<file path="config.mk">
export PLATFORM = sky130hd
export DESIGN_NAME = fetch_bundle_queue
export DESIGN_NICKNAME = d
export VERILOG_FILES = /design/src/rtl/fetch_bundle_queue_pkg.sv /design/src/rtl/fetch_bundle_queue_ram.sv /design/src/rtl/fetch_bundle_queue.sv
export SDC_FILE = /design/constraint.sdc
export NUM_CORES = 1
export LEC_CHECK = 0
export CAP_MARGIN = 15
export CORE_MARGIN = 1.5
export CORE_UTILIZATION = 40
export DETAILED_ROUTE_END_ITERATION = 12
export DONT_BUFFER_PORTS = 1
export PLACE_DENSITY_LB_ADDON = 0.3
export SLEW_MARGIN = 20
export SYNTH_ARGS = -nofsm -noshare
export SYNTH_HDL_FRONTEND = slang
export SYNTH_HIERARCHICAL = 1
export SYNTH_SLANG_ARGS = --single-unit
</file>
<file path="constraint.sdc">
create_clock -name clk -period 55.2 [get_ports clk]
set_input_delay 11.04 -clock clk [delete_from_list [all_inputs] [get_ports clk]]
set_output_delay 11.04 -clock clk [all_outputs]
set_load 0.05 [all_outputs]
</file>
<file path="src/rtl/fetch_bundle_queue_pkg.sv">
// Shared fetch-packet definitions for the fetch bundle queue: depth, field widths
// and the packed packet layout stored per entry.
package fetch_bundle_queue_pkg;

  localparam int FETCHQ_DEPTH       = 4;
  localparam int SIZE_PC            = 32;
  localparam int FETCH_WIDTH        = 4;
  localparam int INSTRUCTION_BUNDLE = FETCH_WIDTH * 32;

  typedef struct packed {
    logic [SIZE_PC-1:0]             pc;
    logic [INSTRUCTION_BUNDLE-1:0]  bundle;
    logic [FETCH_WIDTH-1:0]         btbHit;
    logic [FETCH_WIDTH-1:0]         pred;
    logic [FETCH_WIDTH*SIZE_PC-1:0] target;
  } fetchPkt_t;

  localparam int FETCH_PKT_W = $bits(fetchPkt_t);

  function automatic fetchPkt_t packFetch(
    input logic [SIZE_PC-1:0]             pc,
    input logic [INSTRUCTION_BUNDLE-1:0]  bundle,
    input logic [FETCH_WIDTH-1:0]         btbHit,
    input logic [FETCH_WIDTH-1:0]         pred,
    input logic [FETCH_WIDTH*SIZE_PC-1:0] target
  );
    fetchPkt_t p;
    p.pc     = pc;
    p.bundle = bundle;
    p.btbHit = btbHit;
    p.pred   = pred;
    p.target = target;
    return p;
  endfunction

endpackage

</file>
<file path="src/rtl/fetch_bundle_queue_ram.sv">
// fetch_bundle_ram: DEPTH x WIDTH entry storage, one synchronous write port and
// one asynchronous read port. Contents are never reset.
module fetch_bundle_ram
  import fetch_bundle_queue_pkg::*;
#(
  parameter int DEPTH = FETCHQ_DEPTH,
  parameter int WIDTH = FETCH_PKT_W,
  localparam int AW   = $clog2(DEPTH)
) (
  input  logic             clk,
  input  logic             wrEn,
  input  logic [AW-1:0]    wrAddr,
  input  logic [WIDTH-1:0] wrData,
  input  logic [AW-1:0]    rdAddr,
  output logic [WIDTH-1:0] rdData
);

  logic [WIDTH-1:0] mem [DEPTH];

  always_ff @(posedge clk) begin
    if (wrEn) begin
      mem[wrAddr] <= wrData;
    end
  end

  assign rdData = mem[rdAddr];

endmodule

</file>
<file path="src/rtl/fetch_bundle_queue.sv">
// Circular FIFO between fetch and decode holding fetch packets. Defining
// FETCHQ_BYPASS_EN lets a push into an empty queue appear on the outputs in the same cycle.
module fetch_bundle_queue
  import fetch_bundle_queue_pkg::*;
#(
  parameter int DEPTH     = FETCHQ_DEPTH,
  parameter int AFULL_LVL = DEPTH - 1,
  localparam int PTR_W    = $clog2(DEPTH),
  localparam int CNT_W    = PTR_W + 1
) (
  input  logic                           clk,
  input  logic                           reset,
  input  logic                           flush_i,
  input  logic                           push_i,
  input  logic [SIZE_PC-1:0]             pc_i,
  input  logic [INSTRUCTION_BUNDLE-1:0]  bundle_i,
  input  logic [FETCH_WIDTH-1:0]         btbHit_i,
  input  logic [FETCH_WIDTH-1:0]         pred_i,
  input  logic [FETCH_WIDTH*SIZE_PC-1:0] target_i,
  input  logic                           pop_i,
  output logic                           valid_o,
  output logic [SIZE_PC-1:0]             pc_o,
  output logic [INSTRUCTION_BUNDLE-1:0]  bundle_o,
  output logic [FETCH_WIDTH-1:0]         btbHit_o,
  output logic [FETCH_WIDTH-1:0]         pred_o,
  output logic [FETCH_WIDTH*SIZE_PC-1:0] target_o,
  output logic                           full_o,
  output logic                           afull_o,
  output logic [CNT_W-1:0]               count_o
);

  logic [PTR_W-1:0] headPtr;
  logic [PTR_W-1:0] tailPtr;
  logic [CNT_W-1:0] count;

  fetchPkt_t inPkt;
  fetchPkt_t headPkt;
  fetchPkt_t outPkt;

  logic empty;
  logic full;
  logic pushAcc;
  logic popAcc;
  logic passThru;
  logic wrEn;
  logic advHead;

  assign inPkt = packFetch(pc_i, bundle_i, btbHit_i, pred_i, target_i);
  assign empty = (count == '0);
  assign full  = (count == CNT_W'(DEPTH));

`ifdef FETCHQ_BYPASS_EN
  logic bypassView;
  // An empty queue shows the incoming packet; if it is also popped it never touches storage.
  assign bypassView = empty & push_i;
  assign valid_o    = ~empty | bypassView;
  assign outPkt     = bypassView ? inPkt : headPkt;
  assign passThru   = bypassView & pop_i;
`else
  assign valid_o  = ~empty;
  assign outPkt   = headPkt;
  assign passThru = 1'b0;
`endif

  assign popAcc  = pop_i & valid_o;
  // A full queue still accepts a push when the head is popped on the same edge.
  assign pushAcc = push_i & (~full | pop_i);
  assign wrEn    = pushAcc & ~passThru & ~flush_i;
  assign advHead = popAcc & ~passThru;

  always_ff @(posedge clk or posedge reset) begin
    if (reset) begin
      headPtr <= '0;
      tailPtr <= '0;
      count   <= '0;
    end else if (flush_i) begin
      headPtr <= '0;
      tailPtr <= '0;
      count   <= '0;
    end else begin
      if (wrEn) begin
        tailPtr <= tailPtr + 1'b1;
      end
      if (advHead) begin
        headPtr <= headPtr + 1'b1;
      end
      case ({wrEn, advHead})
        2'b10:   count <= count + 1'b1;
        2'b01:   count <= count - 1'b1;
        default: count <= count;
      endcase
    end
  end

  fetch_bundle_ram #(
    .DEPTH(DEPTH),
    .WIDTH(FETCH_PKT_W)
  ) entryRam (
    .clk   (clk),
    .wrEn  (wrEn),
    .wrAddr(tailPtr),
    .wrData(inPkt),
    .rdAddr(headPtr),
    .rdData(headPkt)
  );

  assign pc_o     = outPkt.pc;
  assign bundle_o = outPkt.bundle;
  assign btbHit_o = outPkt.btbHit;
  assign pred_o   = outPkt.pred;
  assign target_o = outPkt.target;

  assign full_o  = full;
  assign afull_o = (count >= CNT_W'(AFULL_LVL));
  assign count_o = count;

endmodule

</file>
==> summary.txt, run 1 <==
Timing
  • Worst Tran Pin Value: 1.24 ns
  • RSZ-0062 raised after global routing: false
  • Clock skew: 0.0179 ns
  • WHS: 0.667 ns
  • Fin crit share: 0.287
  • Max Freq: 63.2 MHz
  • Post-layout min period: 15.82 ns
  • Final setup fails: 0
  • Final hold vios: 0
  • Max Transition Viols Final: 0
  • Setup_tns: 0 ns
  • Fin worst setup slack: 39.38 ns
  • Slew Limit Headroom: 0.170

Pwr
  • Comb power frac: 0.163
  • Switching power: 0.000615 W
  • Leak Pwr: 14.5 nW
  • Int Pwr: 0.00158 W
  • Power share of the sequential group: 0.481
  • VDD IR-drop max: 30.0 uV
  • Design Power: 0.00219 W
  • Switching Fraction: 0.280
  • Clock power share: 0.356
  • PD cells: 45.2 mW/mm^2

Floorplan
  • Die Height: 332 um
  • Number of I/O pins: 603
  • Die width: 332 um
  • Core footprint: 0.107 mm^2
  • Initial core utilization: 0.404
  • Row cnt: 120
  • Die area: 0.110 mm^2

Placed design
  • Pre-CTS setup slack: 39.89 ns
  • Port bufs: 0
  • Placed cell area: 0.0447 mm^2
  • GPL Wtd Cong: 0.758
  • Hpwl dp: 51800 um

Final layout
  • Most frequent cells in the layout: edfxtp_1 (1184), mux4_2 (296), clkbuf_16 (119), clkinv_1 (34), clkbuf_1 (23)
  • Commonest non-fill, non-tap cell in the layout: edfxtp_1
  • Syn-to-layout area delta: 12.4%
  • Final instance area: 0.0485 mm^2
  • Nets@finish: 1976
  • Fillers: 8644
  • Layout cells sized above 1: 0.277

Yosys
  • Library cells used by synthesis: 30
  • Top-area cell type share of the netlist area: 0.823
  • Largest cells by area after synthesis: edfxtp_1 (82%), mux4_2 (15%), buf_6 (0.73%)
  • Syn Nets: 1901
  • Cell taking the most area after synthesis: edfxtp_1
  • Avg Inst Size Synth: 27.0 um^2
  • Mapped Area: 0.0432 mm^2
  • Synthesis-stage register bit count: 1191
  • Mapped Cells: 1599
  • Synth warn: 6
  • Sequential element share of the synthesized area: 0.827

CTS
  • CTS max path bufs: 3
  • Clk slew on worst S/H paths: 0.06 ns
  • CTS tree: built
  • CTS Sinks: 1191
  • PostCTS Resize Cnt: 0
  • Root Buffer: clkbuf_16
  • Setup bufs post-CTS: 0
  • Hold buffers post-CTS: 0
  • H-Tree Depth: 3
  • Clk Latency, worst-skew pair: 0.69 ns
  • Total CTS buffers: 117

Setup path
  • Critical Path Sink Type: primary output
  • Kind of critical path: reg -> out
  • CP arrival: 4.78 ns
  • Worst EP required: 44.16 ns
  • Crit Path Max Fanout: 43
  • CP Launch Type: register

Flow run
  • Total of max-cap violations: 0

Detailed routing
  • 1st-pass router iterations: 4
  • Remaining DRCs: 0
  • Via Count: 16.8k
  • Post-DRT Antenna Nets: 0
  • Total wire length: 83200 um
  • Wire per inst: 26.2 um
  • Starting DRC count in detailed routing: 900
  • Vias per cell: 5.29

Worst hold path
  • Hold/Removal Path Class: reg -> reg

Global routing
  • Initial antenna violation count: 1
  • Vias in the first global route: 17.9k
  • First-pass GRT wire length: 122000 um
  • Total GRT Usage: 0.150
  • Largest net degree at the start of global routing: 142
  • GRT overflow: 0

Status
  • Outcome: finished, final reports clean
## metrics by stage
step | utilization | std cells
detailed placement | 0.418 | 2958
finish | 0.453 | 3177
CTS | 0.453 | 3176
global placement | 0.418 | 2958
global route | 0.453 | 3176
floorplan | - | 1599
## Yosys cell counts
cell / number
edfxtp_1: 1184
mux4_2: 296
buf_2: 31
buf_6: 28
nor2_1: 11
clkbuf_1: 8
dfrtp_1: 7
nand2_1: 4
xor2_1: 4
and3b_1: 2
inv_1: 2
nand2b_1: 2
nand3_1: 2
nor2b_1: 2
a21oi_1: 1
a21oi_2: 1
and2_1: 1
and3_1: 1
and3_2: 1
fa_1: 1
mux2_4: 1
mux2i_1: 1
nor3b_1: 1
o21ai_0: 1
o21ai_2: 1
o31ai_2: 1
o32a_1: 1
or2_1: 1
or3_4: 1
or4b_1: 1
## area by class of cell
class / count / area (um^2) / area share
flip-flops and latches: 1191 / 35700 / 0.736
multi-input cells: 339 / 6980 / 0.144
clock buffers: 142 / 3060 / 0.0631
well taps: 1403 / 1760 / 0.0362
clock inverters: 76 / 768 / 0.0158
repair buffers: 23 / 223 / 0.00459
inverters: 2 / 7.51 / 0.000155
diodes: 1 / 2.50 / 0.0000516
## routing by layer
layer  wire, um  global-route usage  up-vias
li1           -                   -     7135
met1      28900               0.163     8948
met2      41700               0.246      575
met3      10100              0.0811      131
met4       2390              0.0557        2
met5        157                   0        -
## critical path, cell delays in order (launching register included)
cell,delay (ns)
dfrtp_4,1.01
buf_4,0.68
buf_4,0.73
buf_4,0.76
mux4_2,0.76
## final timing paths
check                                  startpoint                             end  slack [ns]  depth (start not counted)
max in group asynchronous                   reset          headPtr[1]$_DFFE_PP0P_       44.77                          1
min                        tailPtr[1]$_DFFE_PP0P_          tailPtr[1]$_DFFE_PP0P_        0.67                          2
max reg2reg                count_o[0]$_DFFE_PP0P_  entryRam/mem[2][229]$_DFFE_PP_       50.53                          6
max                        headPtr[0]$_DFFE_PP0P_                   bundle_o[122]       39.38                          4
min in group asynchronous                   reset          count_o[0]$_DFFE_PP0P_       10.17                          1
min reg2reg                tailPtr[1]$_DFFE_PP0P_          tailPtr[1]$_DFFE_PP0P_        0.67                          2
## cells by family after synthesis
group / Yosys count / synth area share
DFF: 1191 / 0.827
muxes: 298 / 0.155
buffers and inverters: 69 / 0.0118
and+or+nand+nor: 30 / 0.00379
AOI/OAI and AO/OA: 6 / 0.00116
xor gates and xnor gates: 4 / 0.000811
adders and majority gates: 1 / 0.000463
## power by group through the flow
stage	Clock (W)	Combinational, W	Sequential, W
floorplan	0	0.000326	0.00109
global placement	0	0.000362	0.00107
detailed placement	0	0.000363	0.00108
CTS	0.000801	0.000363	0.00106
global route	0.000834	0.000370	0.00106
finish	0.000780	0.000358	0.00106
## state kept, by name, indices dropped and copies added, names as in the netlist
register and flops:
entryRam/mem 1184, count_o 3, headPtr 2, tailPtr 2
(Power assumes the default switching activity.)
==> run 2: changes to the inputs <==
clock period = 14.83 ns   (was 55.2 ns; I/O delays follow)
==> summary.txt, run 2 (synthesis results as in run 1) <==
Floorplan
  • Die Height: 332 um (unchanged)
  • Die width: 332 um (unchanged)
  • Number of I/O pins: 603 (unchanged)
  • Core footprint: 0.107 mm^2 (unchanged)
  • Row cnt: 120 (unchanged)
  • Die area: 0.110 mm^2 (unchanged)
  • Initial core utilization: 0.404 (unchanged)

Timing
  • Max Freq: 143 MHz
  • Slew Limit Headroom: 0.253 (+0.0828)
  • Post-layout min period: 6.97 ns
  • Clock skew: 0.0273 ns (+0.00942 ns)
  • Fin worst setup slack: 7.86 ns (-31.52 ns)
  • Worst Tran Pin Value: 1.12 ns (-0.124 ns)
  • Setup_tns: 0 ns (unchanged)
  • Max Transition Viols Final: 0 (unchanged)
  • RSZ-0062 raised after global routing: false
  • Fin crit share: 0.470
  • Final setup fails: 0 (unchanged)
  • Final hold vios: 0 (unchanged)

Final layout
  • Max FFs per register: 1184 (unchanged)
  • Nets@finish: 1978 (+0.10%)
  • Layout cells sized above 1: 0.279 (+0.00160)
  • Ant diodes: 0 (-1)
  • Most frequent cells in the layout: edfxtp_1 (1184), mux4_2 (296), clkbuf_16 (117), clkinv_1 (27), clkbuf_1 (25)
  • Syn-to-layout area delta: 12.2%
  • Final instance area: 0.0485 mm^2 (-0.17%)
  • Fillers: 8590 (-0.62%)
  • Commonest non-fill, non-tap cell in the layout: edfxtp_1
  • Reg with most FFs: entryRam/mem

Global routing
  • Initial antenna violation count: 2 (+1)
  • Total GRT Usage: 0.154 (+0.00457)
  • Largest net degree at the start of global routing: 135 (-4.9%)
  • First-pass GRT wire length: 125000 um (+2.4%)
  • GRT overflow: 0 (unchanged)
  • Vias in the first global route: 18.2k (+1.6%)

Setup path
  • Crit Path Max Fanout: 49 (+14%)
  • R2R cell count: 7 (+1)
  • Reg-to-reg startpoint: count_o[0]$_DFFE_PP0P_
  • R2R setup slack: 9.97 ns (-40.56 ns)
  • R2R Path End: entryRam/mem[1][293]$_DFFE_PP_
  • Worst EP required: 11.86 ns (-32.30 ns)
  • CP Launch Type: register
  • CP arrival: 4.01 ns (-0.77 ns)
  • Critical Path Sink Type: primary output
  • Kind of critical path: reg -> out

Pwr
  • Design Power: 0.00811 W (+270%)
  • Comb power frac: 0.167 (+0.004)
  • Power share of the sequential group: 0.483 (+0.002)
  • VDD IR-drop max: 113 uV (+280%)
  • Clock power share: 0.350 (-0.006)
  • Leak Pwr: 14.5 nW (-0.23%)
  • Switching Fraction: 0.283 (+0.00259)
  • Switching power: 0.00229 W (+270%)
  • Int Pwr: 0.00582 W (+270%)
  • PD cells: 167 mW/mm^2 (+270%)

CTS
  • Root Buffer: clkbuf_16
  • H-Tree Depth: 3 (unchanged)
  • CTS max path bufs: 3 (unchanged)
  • PostCTS Resize Cnt: 0 (unchanged)
  • Total CTS buffers: 115 (-1.7%)
  • Clk Latency, worst-skew pair: 0.69 ns (about the same)
  • Clk slew on worst S/H paths: 0.06 ns (about the same)
  • CTS tree: built
  • CTS Sinks: 1191 (unchanged)
  • Hold buffers post-CTS: 0 (unchanged)
  • Setup bufs post-CTS: 0 (unchanged)

Placed design
  • Pre-CTS setup slack: 7.83 ns (-32.06 ns)
  • GPL Wtd Cong: 0.768 (+1.3%)
  • Hpwl dp: 52400 um (+1.1%)
  • Port bufs: 0 (unchanged)
  • Placed cell area: 0.0447 mm^2 (about the same)

Detailed routing
  • Starting DRC count in detailed routing: 1066 (+18%)
  • Remaining DRCs: 0 (unchanged)
  • 1st-pass router iterations: 5 (+1)
  • Post-DRT Antenna Nets: 0 (unchanged)
  • Total wire length: 85000 um (+2.2%)
  • Wire per inst: 26.8 um (+2.3%)
  • Vias per cell: 5.32 (+0.66%)
  • Via Count: 16.9k (+0.53%)

Worst hold path
  • Hold Crit Start: tailPtr[1]$_DFFE_PP0P_
  • Hold/Removal Path Class: reg -> reg
  • Hold Crit Endpoint: tailPtr[1]$_DFFE_PP0P_
  • Hold path depth: 2 (unchanged)

Flow run
  • Total of max-cap violations: 0 (unchanged)

Status
  • Outcome: finished, final reports clean
[run 2: cell count changes in the layout (fill, tap and decap cells not counted), moves of 2 or more]
| cell | delta |
|---|---|
| bufinv_16 | -2 |
| clkbuf_16 | -2 |
| clkinv_1 | -7 |
| buf_4 | +4 |
| clkbuf_1 | +2 |
| clkinv_4 | +3 |
[run 2: worst max-delay path by stage]
stage,from,endpoint,slack (ns),cells after the start
after detailed placement,pop_i,entryRam/mem[1][291]$_DFFE_PP_,7.83,7
after floorplan,flush_i,entryRam/mem[0][0]$_DFFE_PP_,3.62,3
after global routing,headPtr[0]$_DFFE_PP0P_,pc_o[12],7.47,3
final,headPtr[0]$_DFFE_PP0P_,pc_o[12],7.86,3
after global placement,pop_i,entryRam/mem[1][286]$_DFFE_PP_,7.86,7
after CTS,headPtr[0]$_DFFE_PP0P_,pc_o[12],7.65,3
[run 2: worst max-delay path, cell delays in order (launching register included)]
cell	delay (ns)
dfrtp_4	0.77
buf_4	0.75
buf_4	0.88
mux4_2	0.79
[run 2: cell type report]
type,count,area [um^2],share of cell area
clock buffer,142,3020,0.0624
timing repair buffer,27,253,0.00522
tap,1403,1760,0.0362
clock inverter,69,694,0.0143
multi-input combinational,339,6980,0.144
inverter,2,7.51,0.000155
sequential,1191,35700,0.738
[run 2: power by group through the flow]
stage	clock [W]	sequential, W	combinational (W)
finish	0.00284	0.00392	0.00135
global route	0.00304	0.00393	0.00140
CTS	0.00292	0.00392	0.00138
detailed placement	0	0.00399	0.00137
global placement	0	0.00399	0.00137
floorplan	0	0.00400	0.00121
[run 2: layer usage]
| layer | global-route usage | wire length [um] | up-vias |
|---|---|---|---|
| met5 | 0 | 0 | - |
| met4 | 0.0650 | 2940 | 0 |
| met2 | 0.256 | 43300 | 597 |
| met1 | 0.173 | 29900 | 9013 |
| met3 | 0.0679 | 8940 | 145 |
| li1 | - | - | 7125 |
[run 2: metrics by stage]
stage	hold WS (ns)	instances	util
2_1_floorplan	0.499	1599	-
3_3_place_gp	0.668	2962	0.418
3_5_place_dp	0.681	2962	0.418
4_1_cts	0.704	3173	0.453
5_1_grt	0.755	3173	0.453
6_report	0.717	3173	0.453
==> run 3: changes to the inputs <==
clock period = 6.9 ns   (was 14.83 ns; I/O delays follow)
==> summary.txt, run 3 (synthesis results as in run 1) <==
Floorplan
  • Initial core utilization: 0.404 (unchanged)
  • Die Height: 332 um (unchanged)
  • Core footprint: 0.107 mm^2 (unchanged)
  • Number of I/O pins: 603 (unchanged)
  • Die width: 332 um (unchanged)
  • Row cnt: 120 (unchanged)
  • Die area: 0.110 mm^2 (unchanged)

Global routing
  • Largest net degree at the start of global routing: 146 (+8.1%)
  • First-pass GRT wire length: 123000 um (-1.5%)
  • Total GRT Usage: 0.152 (-0.00285)
  • GRT overflow: 0 (unchanged)
  • Vias in the first global route: 17.9k (-1.7%)
  • Initial antenna violation count: 3 (+1)

Final layout
  • Fillers: 8662 (+0.84%)
  • Commonest non-fill, non-tap cell in the layout: edfxtp_1
  • Most frequent cells in the layout: edfxtp_1 (1184), mux4_2 (296), clkbuf_16 (117), clkinv_1 (29), clkbuf_1 (25)
  • Multi-input logic area: 0.00699 mm^2 (+0.13%)
  • Layout cells sized above 1: 0.277 (-0.00189)
  • Final std cells w/o fill: 3167 (-0.19%)
  • Nets@finish: 1974 (-0.20%)
  • Ant diodes: 0 (unchanged)
  • Syn-to-layout area delta: 12.4%
  • Max FFs per register: 1184 (unchanged)
  • Seq. cell area: 0.0357 mm^2 (unchanged)
  • Reg with most FFs: entryRam/mem

Setup path
  • Max stage delay on crit path: 0.99 ns (+0.11 ns)
  • CP Launch Type: register
  • Crit Path Max Fanout: 87 (+78%)
  • Cells along the critical path: buf_12 > mux4_2
  • Worst EP required: 5.52 ns (-6.34 ns)
  • CP max stage cell: dfrtp_4
  • CP arrival: 3.22 ns (-0.79 ns)
  • Kind of critical path: reg -> out
  • Critical Path Sink Type: primary output

Detailed routing
  • Via Count: 16.7k (-1.1%)
  • Wire per inst: 26.4 um (-1.4%)
  • Total wire length: 83600 um (-1.6%)
  • Remaining DRCs: 0 (unchanged)
  • Post-DRT Antenna Nets: 0 (unchanged)
  • Vias per cell: 5.27 (-0.90%)
  • Starting DRC count in detailed routing: 964 (-9.6%)
  • 1st-pass router iterations: 4 (-1)

Timing
  • Worst Tran Pin Value: 1.21 ns (+0.0890 ns)
  • Setup_tns: 0 ns (unchanged)
  • Max Freq: 218 MHz
  • Slew Limit Headroom: 0.194 (-0.0594)
  • Final setup fails: 0 (unchanged)
  • RSZ-0062 raised after global routing: false
  • Post-layout min period: 4.60 ns
  • Clock skew: 0.0371 ns (+0.00973 ns)
  • Final hold vios: 0 (unchanged)
  • Max Transition Viols Final: 0 (unchanged)
  • Fin crit share: 0.666

CTS
  • Total CTS buffers: 116 (+0.87%)
  • PostCTS Resize Cnt: 0 (unchanged)
  • Clk Latency, worst-skew pair: 0.70 ns (about the same)
  • Root Buffer: clkbuf_16
  • Hold buffers post-CTS: 0 (unchanged)
  • Clk slew on worst S/H paths: 0.06 ns (about the same)
  • Setup bufs post-CTS: 0 (unchanged)
  • CTS max path bufs: 3 (unchanged)
  • CTS tree: built
  • CTS Sinks: 1191 (unchanged)
  • H-Tree Depth: 3 (unchanged)

Pwr
  • PD cells: 360 mW/mm^2 (+110%)
  • Design Power: 0.0175 W (+120%)
  • Leak Pwr: 14.5 nW (about the same)
  • VDD IR-drop max: 241 uV (+110%)

Worst hold path
  • Hold/Removal Path Class: in -> async

Placed design
  • Inst Count DP: 2957 (-0.17%)
  • Port bufs: 0 (unchanged)
  • Hpwl dp: 50700 um (-3.1%)
  • GPL Wtd Cong: 0.783 (+2.1%)

Status
  • Outcome: finished, final reports clean

Flow run
  • Total of max-cap violations: 0 (unchanged)
run 3: cell count changes in the layout (fill, tap and decap cells not counted), sizes merged:
cell      before  now
bufinv        11   12
clkinv        50   48
inv            5    7
buf           27   22
clkinvlp       5    3
run 3: layout make-up:
class / instances / share of cell area
well taps: 1403 / 0.0362
clock buffers: 142 / 0.0623
flip-flops and latches: 1191 / 0.736
repair buffers: 22 / 0.00650
clock inverters: 68 / 0.0145
multi-input cells: 339 / 0.144
inverters: 2 / 0.000155
run 3: worst max-delay path: cells and delay by family (launching register included):
family / cells / cell delay, ns
flip-flops: 1 / 0.99
multiplexers: 1 / 0.77
buffers and inverters: 1 / 0.56
run 3: routing by layer:
layer  up-vias  wire (um)  GRT usage
met3       137       8840     0.0686
met1      8922      29000      0.167
met4         6       2270     0.0522
met2       508      43500      0.259
li1       7124          -          -
met5         -         37          0
run 3: final timing paths:
kind                                         from                        endpoint  slack, ns  cells after the start
setup / recovery           headPtr[0]$_DFFE_PP0P_                        pc_o[13]       2.30                      2
hold / removal                              reset          count_o[2]$_DFFE_PP0P_       0.51                      1
setup reg to reg           count_o[0]$_DFFE_PP0P_  entryRam/mem[0][287]$_DFFE_PP_       3.45                      5
hold reg to reg            tailPtr[1]$_DFFE_PP0P_          tailPtr[1]$_DFFE_PP0P_       0.69                      2
max in group asynchronous                   reset          headPtr[1]$_DFFE_PP0P_       6.10                      1
min in group clk           tailPtr[1]$_DFFE_PP0P_          tailPtr[1]$_DFFE_PP0P_       0.69                      2
run 3: per-stage QoR:
stage | worst slack (ns) | hold WS [ns] | cell area, um^2 | util
floorplan | -2.68 | 0.499 | 43200 | -
global placement | 2.92 | 0.655 | 44800 | 0.419
detailed placement | 2.90 | 0.671 | 44800 | 0.419
CTS | 2.11 | 0.439 | 48500 | 0.453
global route | 2.01 | 0.464 | 48500 | 0.453
finish | 2.30 | 0.508 | 48500 | 0.453
run 3: report_power, final:
| part | internal, W | switching, W | total [W] |
|---|---|---|---|
| Clock | 0.00356 | 0.00258 | 0.00614 |
| Sequential | 0.00830 | 0.000149 | 0.00845 |
| Combinational | 0.000701 | 0.00217 | 0.00287 |
